--- src/rtl/adder_pkg.sv ---
// -----------------------------------------------------------------------------
// adder_pkg
// Shared constants and elaboration helpers for the chunked pipelined adder.
//   DEF_WIDTH   : default operand / sum width in bits
//   DEF_CHUNK   : default number of bits added per pipeline stage
//   calc_stages : pipeline depth for a WIDTH/CHUNK pair; returns 0 when the
//                 pair is illegal (WIDTH not a positive multiple of CHUNK)
// -----------------------------------------------------------------------------
package adder_pkg;

   localparam int DEF_WIDTH = 16;
   localparam int DEF_CHUNK = 4;

   function automatic int calc_stages(input int width, input int chunk);
      if (chunk < 1 || width < chunk || (width % chunk) != 0) begin
         return 0;
      end
      return width / chunk;
   endfunction

endpackage

--- src/rtl/pipelined_adder_nbit_if.sv ---
// -----------------------------------------------------------------------------
// pipelined_adder_nbit_if
// Operand and result streams of the pipelined adder.
//   in_valid/in_ready   : operand handshake (a, b, cin)
//   out_valid/out_ready : result handshake (s, cout, ovf)
//   master modport      : producer/consumer side (drives operands, out_ready)
//   slave modport       : adder side
//
// Handshake: a transfer happens on every rising clk edge where valid and
// ready are both 1. A producer holding valid=1 keeps its payload stable until
// that edge; ready may depend combinationally on the opposite side's ready.
// Result payload is meaningless while out_valid=0.
// -----------------------------------------------------------------------------
interface pipelined_adder_nbit_if
   import adder_pkg::*;
#(
   parameter int WIDTH = DEF_WIDTH
) ();

   logic             in_valid;
   logic             in_ready;
   logic [WIDTH-1:0] a;
   logic [WIDTH-1:0] b;
   logic             cin;
   logic             out_valid;
   logic             out_ready;
   logic [WIDTH-1:0] s;
   logic             cout;
   logic             ovf;

   modport master (
      output in_valid, a, b, cin, out_ready,
      input  in_ready, out_valid, s, cout, ovf
   );

   modport slave (
      input  in_valid, a, b, cin, out_ready,
      output in_ready, out_valid, s, cout, ovf
   );

endinterface

--- src/rtl/chunk_adder.sv ---
// -----------------------------------------------------------------------------
// chunk_adder
// Combinational CHUNK-bit adder used for one pipeline stage.
//   x, y  : chunk operands
//   ci    : carry in
//   sum   : CHUNK-bit sum
//   co    : carry out of the chunk
//   c_msb : carry into the chunk's most significant bit
// -----------------------------------------------------------------------------
module chunk_adder
   import adder_pkg::*;
#(
   parameter int CHUNK = DEF_CHUNK
) (
   input  logic [CHUNK-1:0] x,
   input  logic [CHUNK-1:0] y,
   input  logic             ci,
   output logic [CHUNK-1:0] sum,
   output logic             co,
   output logic             c_msb
);

   logic [CHUNK:0] full;

   assign full  = {1'b0, x} + {1'b0, y} + {{CHUNK{1'b0}}, ci};
   assign sum   = full[CHUNK-1:0];
   assign co    = full[CHUNK];
   // The sum bit is x ^ y ^ carry_in, so the carry into the MSB falls out
   // of the MSB sum bit without a second adder.
   assign c_msb = sum[CHUNK-1] ^ x[CHUNK-1] ^ y[CHUNK-1];

endmodule

--- src/rtl/pipelined_adder_nbit.sv ---
// -----------------------------------------------------------------------------
// pipelined_adder_nbit
// WIDTH-bit adder split into STAGES = WIDTH/CHUNK pipeline stages; stage k adds
// chunk k of the operands plus the carry registered by stage k-1.
//   clk   : clock, all state on the rising edge
//   rst_n : asynchronous active-low reset, clears every register
//   bus   : operand/result streams (slave side of pipelined_adder_nbit_if)
// The whole pipeline freezes while a result is presented and not taken, so
// in_ready is simply the inverse of that stall condition.
// -----------------------------------------------------------------------------
module pipelined_adder_nbit
   import adder_pkg::*;
#(
   parameter int WIDTH = DEF_WIDTH,
   parameter int CHUNK = DEF_CHUNK
) (
   input  logic                 clk,
   input  logic                 rst_n,
   pipelined_adder_nbit_if.slave bus
);

   localparam int STAGES = calc_stages(WIDTH, CHUNK);

   if (STAGES < 1) begin : g_bad_params
      $error("pipelined_adder_nbit: WIDTH must be a positive multiple of CHUNK");
   end

   // One pipeline slot. sum holds the chunks already added (upper chunks are
   // zero until their stage fills them); a/b carry the operand set forward so
   // later stages can still reach their chunks.
   typedef struct packed {
      logic             valid;
      logic             carry;
      logic             c_msb;
      logic [WIDTH-1:0] sum;
      logic [WIDTH-1:0] a;
      logic [WIDTH-1:0] b;
   } stage_t;

   stage_t pipe_q [STAGES];
   stage_t pipe_d [STAGES];
   logic   stall;

   assign stall = pipe_q[STAGES-1].valid && !bus.out_ready;

   for (genvar k = 0; k < STAGES; k++) begin : g_stage
      logic [CHUNK-1:0] x_w;
      logic [CHUNK-1:0] y_w;
      logic [CHUNK-1:0] sum_w;
      logic             ci_w;
      logic             co_w;
      logic             cm_w;
      logic             v_w;
      logic [WIDTH-1:0] base_w;
      logic [WIDTH-1:0] a_w;
      logic [WIDTH-1:0] b_w;

      if (k == 0) begin : g_first
         assign v_w    = bus.in_valid;
         assign a_w    = bus.a;
         assign b_w    = bus.b;
         assign ci_w   = bus.cin;
         assign base_w = '0;
      end else begin : g_next
         assign v_w    = pipe_q[k-1].valid;
         assign a_w    = pipe_q[k-1].a;
         assign b_w    = pipe_q[k-1].b;
         assign ci_w   = pipe_q[k-1].carry;
         assign base_w = pipe_q[k-1].sum;
      end

      assign x_w = a_w[k*CHUNK +: CHUNK];
      assign y_w = b_w[k*CHUNK +: CHUNK];

      chunk_adder #(
         .CHUNK (CHUNK)
      ) u_chunk (
         .x     (x_w),
         .y     (y_w),
         .ci    (ci_w),
         .sum   (sum_w),
         .co    (co_w),
         .c_msb (cm_w)
      );

      assign pipe_d[k] = '{
         valid: v_w,
         carry: co_w,
         c_msb: cm_w,
         sum:   base_w | (WIDTH'(sum_w) << (k * CHUNK)),
         a:     a_w,
         b:     b_w
      };
   end

   always_ff @(posedge clk or negedge rst_n) begin
      if (!rst_n) begin
         for (int k = 0; k < STAGES; k++) begin
            pipe_q[k] <= '0;
         end
      end else if (!stall) begin
         for (int k = 0; k < STAGES; k++) begin
            pipe_q[k] <= pipe_d[k];
         end
      end
   end

   assign bus.in_ready  = !stall;
   assign bus.out_valid = pipe_q[STAGES-1].valid;
   assign bus.s         = pipe_q[STAGES-1].sum;
   assign bus.cout      = pipe_q[STAGES-1].carry;
   // The last stage holds the top chunk, so its MSB carry is the carry into
   // bit WIDTH-1 of the full addition.
   assign bus.ovf       = pipe_q[STAGES-1].c_msb ^ pipe_q[STAGES-1].carry;

endmodule

--- src/flat_wrapper.sv ---
// flat-port wrapper written by rule: the top's interface ports become plain ports
module pipelined_adder_nbit_flat import adder_pkg::*;
#(
   parameter int WIDTH = DEF_WIDTH,
   parameter int CHUNK = DEF_CHUNK
)
  (clk, rst_n, bus_in_valid, bus_a, bus_b, bus_cin, bus_out_ready, bus_in_ready, bus_out_valid, bus_s, bus_cout, bus_ovf);
  pipelined_adder_nbit_if #(.WIDTH(WIDTH)) bus_i ();
  input  logic clk;
  input  logic rst_n;
  input wire logic [$bits(bus_i.in_valid)-1:0] bus_in_valid;
  input wire logic [$bits(bus_i.a)-1:0] bus_a;
  input wire logic [$bits(bus_i.b)-1:0] bus_b;
  input wire logic [$bits(bus_i.cin)-1:0] bus_cin;
  input wire logic [$bits(bus_i.out_ready)-1:0] bus_out_ready;
  output wire logic [$bits(bus_i.in_ready)-1:0] bus_in_ready;
  output wire logic [$bits(bus_i.out_valid)-1:0] bus_out_valid;
  output wire logic [$bits(bus_i.s)-1:0] bus_s;
  output wire logic [$bits(bus_i.cout)-1:0] bus_cout;
  output wire logic [$bits(bus_i.ovf)-1:0] bus_ovf;
  assign bus_i.in_valid = bus_in_valid;
  assign bus_i.a = bus_a;
  assign bus_i.b = bus_b;
  assign bus_i.cin = bus_cin;
  assign bus_i.out_ready = bus_out_ready;
  assign bus_in_ready = bus_i.in_ready;
  assign bus_out_valid = bus_i.out_valid;
  assign bus_s = bus_i.s;
  assign bus_cout = bus_i.cout;
  assign bus_ovf = bus_i.ovf;
  pipelined_adder_nbit #(.WIDTH(WIDTH), .CHUNK(CHUNK)) u_core (.clk(clk), .rst_n(rst_n), .bus(bus_i));
endmodule
--- config.mk ---
export PLATFORM = sky130hd
export DESIGN_NAME = pipelined_adder_nbit_flat
export DESIGN_NICKNAME = d
export VERILOG_FILES = /design/src/rtl/adder_pkg.sv /design/src/rtl/pipelined_adder_nbit_if.sv /design/src/rtl/chunk_adder.sv /design/src/rtl/pipelined_adder_nbit.sv /design/src/flat_wrapper.sv
export SDC_FILE = /design/constraint.sdc
export NUM_CORES = 1
export LEC_CHECK = 0
export BUFFER_PORTS_ARGS = -buffer_cell sky130_fd_sc_hd__buf_2
export CAP_MARGIN = 20
export CORE_ASPECT_RATIO = 0.6
export CORE_MARGIN = 10
export CORE_UTILIZATION = 40
export CTS_BUF_LIST = sky130_fd_sc_hd__clkbuf_8
export DETAILED_ROUTE_END_ITERATION = 6
export MAX_ROUTING_LAYER = met4
export PLACE_DENSITY = 0.58
export SLEW_MARGIN = 25
export SYNTH_ARGS = -nofsm -noshare
export SYNTH_HDL_FRONTEND = slang
export SYNTH_SLANG_ARGS = --single-unit
export TNS_END_PERCENT = 100
--- constraint.sdc ---
create_clock -name clk -period 5.8 [get_ports clk]
set_clock_uncertainty 0.15 [all_clocks]
set_input_delay 0.29 -clock clk [delete_from_list [all_inputs] [get_ports clk]]
set_output_delay 0.29 -clock clk [all_outputs]
set_load 0.05 [all_outputs]
==> results.md <==
• outcome: completed
• initial antenna violation count: 0
• Period Utilization, post-route: 54.3%
• Std-Cell Rows: 29
• full die area: 15500 sq um
• Antenna Violating Nets Remaining: 0
• data arrival at the endpoint of the critical path: 2.71 ns
• FMAX: 0.318 GHz
• total standard cell area after synthesis: 4320 sq um
• RR Startpoint: u_core.bus.out_valid
• final hold violation count: 0
• sequential fraction of the synthesis area: 56.2%
• vias in the first global route: 3050
• clock input transition at the sequential cells of the worst setup and hold paths: 0.09 ns
• Remaining Overflow, GRT: 0
• measured slew at the worst slew-check pin: 0.887 ns
• Register-to-Register Setup Slack: 2.73 ns
• clk root buf: clkbuf_8
• number of remaining DRC errors: 0
• Total Routing Usage GR: 11.6%
• top cell type by total area after synthesis: dfrtp_1
• kind of end point of the critical path: primary output
• fin util: 47.7%
• Setup-failing EPs final: 0
• number of buffers inserted to repair setup after CTS: 0
• Max-slew headroom: 40.9%
• Iter 0 DRT Violations: 128
• Pwr Density: 550 nW/um^2
• final critical delay including setup and external delays: 3.15 ns
• average footprint of a synthesized cell: 9.24 sq um
• starting utilization of the core area: 40.9%
• I/O Pins: 57
• DRT Wirelength: 8200 um
• startpoint type of the worst setup path: flip-flop
• GPL Wtd Cong: 0.727
• area share of the largest cell type after synthesis: 56.2%
• top flip-flop cell by instance count after synthesis: dfrtp_1
• ys async rst share: 100%
• horizontal extent of the die: 154 um
• critical path data required time: 5.36 ns
• source of the worst hold timing path: bus_a[5]
• most used standard cells in the synthesized netlist: nand2_1 (239), dfrtp_1 (97), buf_4 (20)
• end of the worst register-to-register path: u_core.g_stage[3].base_w[11]
• ANT cells: 0
• per-cell via count in the routed design: 4.46
• cell leakage power: 2.68 nW
• insertion delay of the later-clocked pin in the worst-skew pair: 0.36 ns
• post-synthesis sequential element count: 97
• Hold Path Stages: 3
• maximum buffer depth of the clock tree: 2
• CTS-repair resized insts: 0
• largest net degree at the start of global routing: 91
• Max rail drop VDD: 0.299 mV
• Worst Setup Path Type: reg2out
• first-pass GRT wire length: 14400 um
• height of the chip: 100 um
• Synth area leaders: dfrtp_1 (56%), nand2_1 (21%), fa_1 (3.7%)
• Max Cap Violations: 0
• via count: 2986
• share of cells above drive strength 1: 15.1%
• synth warn: 0
• Hold WC Path Type: in2reg
• detailed placement HPWL: 5570 um
• sink count of the clock tree: 97
• crit path max fanout: 90
• most instantiated library cell after synthesis: nand2_1
• number of max-slew violations in the final report: 0
• first-pass iteration count of the detailed router: 6
• hold buffer count at cts: 25
• Post-Syn Instances: 467
• area delta synth->final: 16.6%
• syn_nets: 524
• Final Net Count: 582
• TritonCTS buffer count: 9
• Setup Total Neg Slack: 0 ns
• setup repair after global routing missed its margin: false
• count of cells along the worst register-to-register path: 5
• core region area: 10600 sq um
• TritonCTS clock tree: built
• number of flops mapped to enable cells by yosys: 0
• Port-buffer cells: 56
• number of distinct library cells after synthesis: 28
• detailed-route wire length per cell: 12.3 um
• H-Tree Level Count: 3
• worst hold endpoint: u_core.g_stage[1].a_w[5]
[routing by layer]
metal	part of all wire [%]	vias to the layer above	global-route usage (%)
met2	42	41	16.8
met3	3.6	12	3.84
met5	0	-	-
met1	53	1380	15.1
li1	-	1553	-
met4	1.3	0	3.69
[per-stage QoR]
stage | hold WS (ns) | cells | total power, mW | worst slack [ns] | cell area [sq um]
floorplan | -0.156 | 467 | 2.13 | 3.91 | 4320
global placement | 0.152 | 628 | 2.30 | 2.69 | 4570
detailed placement | 0.158 | 628 | 2.33 | 2.66 | 4570
CTS | 0.00469 | 669 | 2.81 | 2.60 | 5030
global route | 0.0408 | 669 | 3.02 | 2.33 | 5030
finish | 0.00889 | 669 | 2.77 | 2.65 | 5030
[area by class of cell]
| type | instances | area (sq um) |
|---|---|---|
| fill | 1058 | 5520 |
| sequential | 97 | 2430 |
| multi-input combinational | 322 | 1630 |
| timing repair buffer | 84 | 556 |
| tap | 139 | 174 |
| clock buffer | 9 | 124 |
| clock inverter | 7 | 86.3 |
| inverter | 11 | 42.5 |
[sequential cells by signal, summed over array words and instances, names as in the netlist]
| signal | flops |
|---|---|
| u_core.g_stage.a_w | 24 |
| u_core.g_stage.b_w | 24 |
| u_core.g_stage.base_w | 24 |
| u_core.bus.s | 16 |
| u_core.g_stage.ci_w | 3 |
| u_core.g_stage.v_w | 3 |
| u_core.bus.cout | 1 |
| u_core.bus.out_valid | 1 |
| u_core.pipe_q | 1 |
[worst max-delay path, stage by stage, from the launching register on]
cell and delay (ns):
dfrtp_1 0.35, nor2b_4 0.13, buf_4 0.69, clkinv_2 0.72, buf_2 0.41
[placed cells by master, fill, tap and decap left out, types with 2 or more instances in the layout]
master | netlist | final
fa_1 | 8 | 8
buf_4 | 20 | 4
nor2_1 | 12 | 12
inv_1 | 10 | 11
dlygate4sd3_1 | 0 | 25
ha_1 | 12 | 12
a21o_1 | 4 | 4
a21oi_1 | 15 | 15
xor2_1 | 3 | 3
o221a_1 | 2 | 2
o21ai_0 | 9 | 9
nor2b_1 | 4 | 3
a2111o_1 | 3 | 3
buf_2 | 13 | 55
bufinv_16 | 0 | 2
dfrtp_1 | 97 | 97
nand2_1 | 239 | 239
clkbuf_8 | 0 | 9
clkinv_2 | 0 | 4
[worst max-delay path by stage]
stage,depth (start not counted),end,startpoint
final,4,bus_in_ready,u_core.bus.out_valid
after global routing,4,bus_in_ready,u_core.bus.out_valid
after CTS,4,bus_in_ready,u_core.bus.out_valid
after detailed placement,6,u_core.g_stage[3].base_w[11],bus_out_ready
after global placement,6,u_core.g_stage[3].base_w[11],bus_out_ready
after floorplan,1,bus_ovf,u_core.bus.cout
[power by group]
group	internal, mW	leakage, nW	switching, mW
combinational	0.419	1.41	0.749
clock	0.239	0.110	0.224
sequential	0.972	1.16	0.168
total	1.63	2.68	1.14
[kinds of logic (layout without fill, tap and decap cells)]
family / Yosys count / in the layout / share of synthesized area, %
xor+xnor: 5 / 5 / 1.33
flops: 97 / 97 / 56.2
simple gates: 259 / 259 / 23.2
compound gates: 38 / 38 / 5.80
buf+inv: 48 / 111 / 6.29
fa+ha+maj: 20 / 20 / 7.19
No activity file was read; power rests on OpenSTA's default activity.
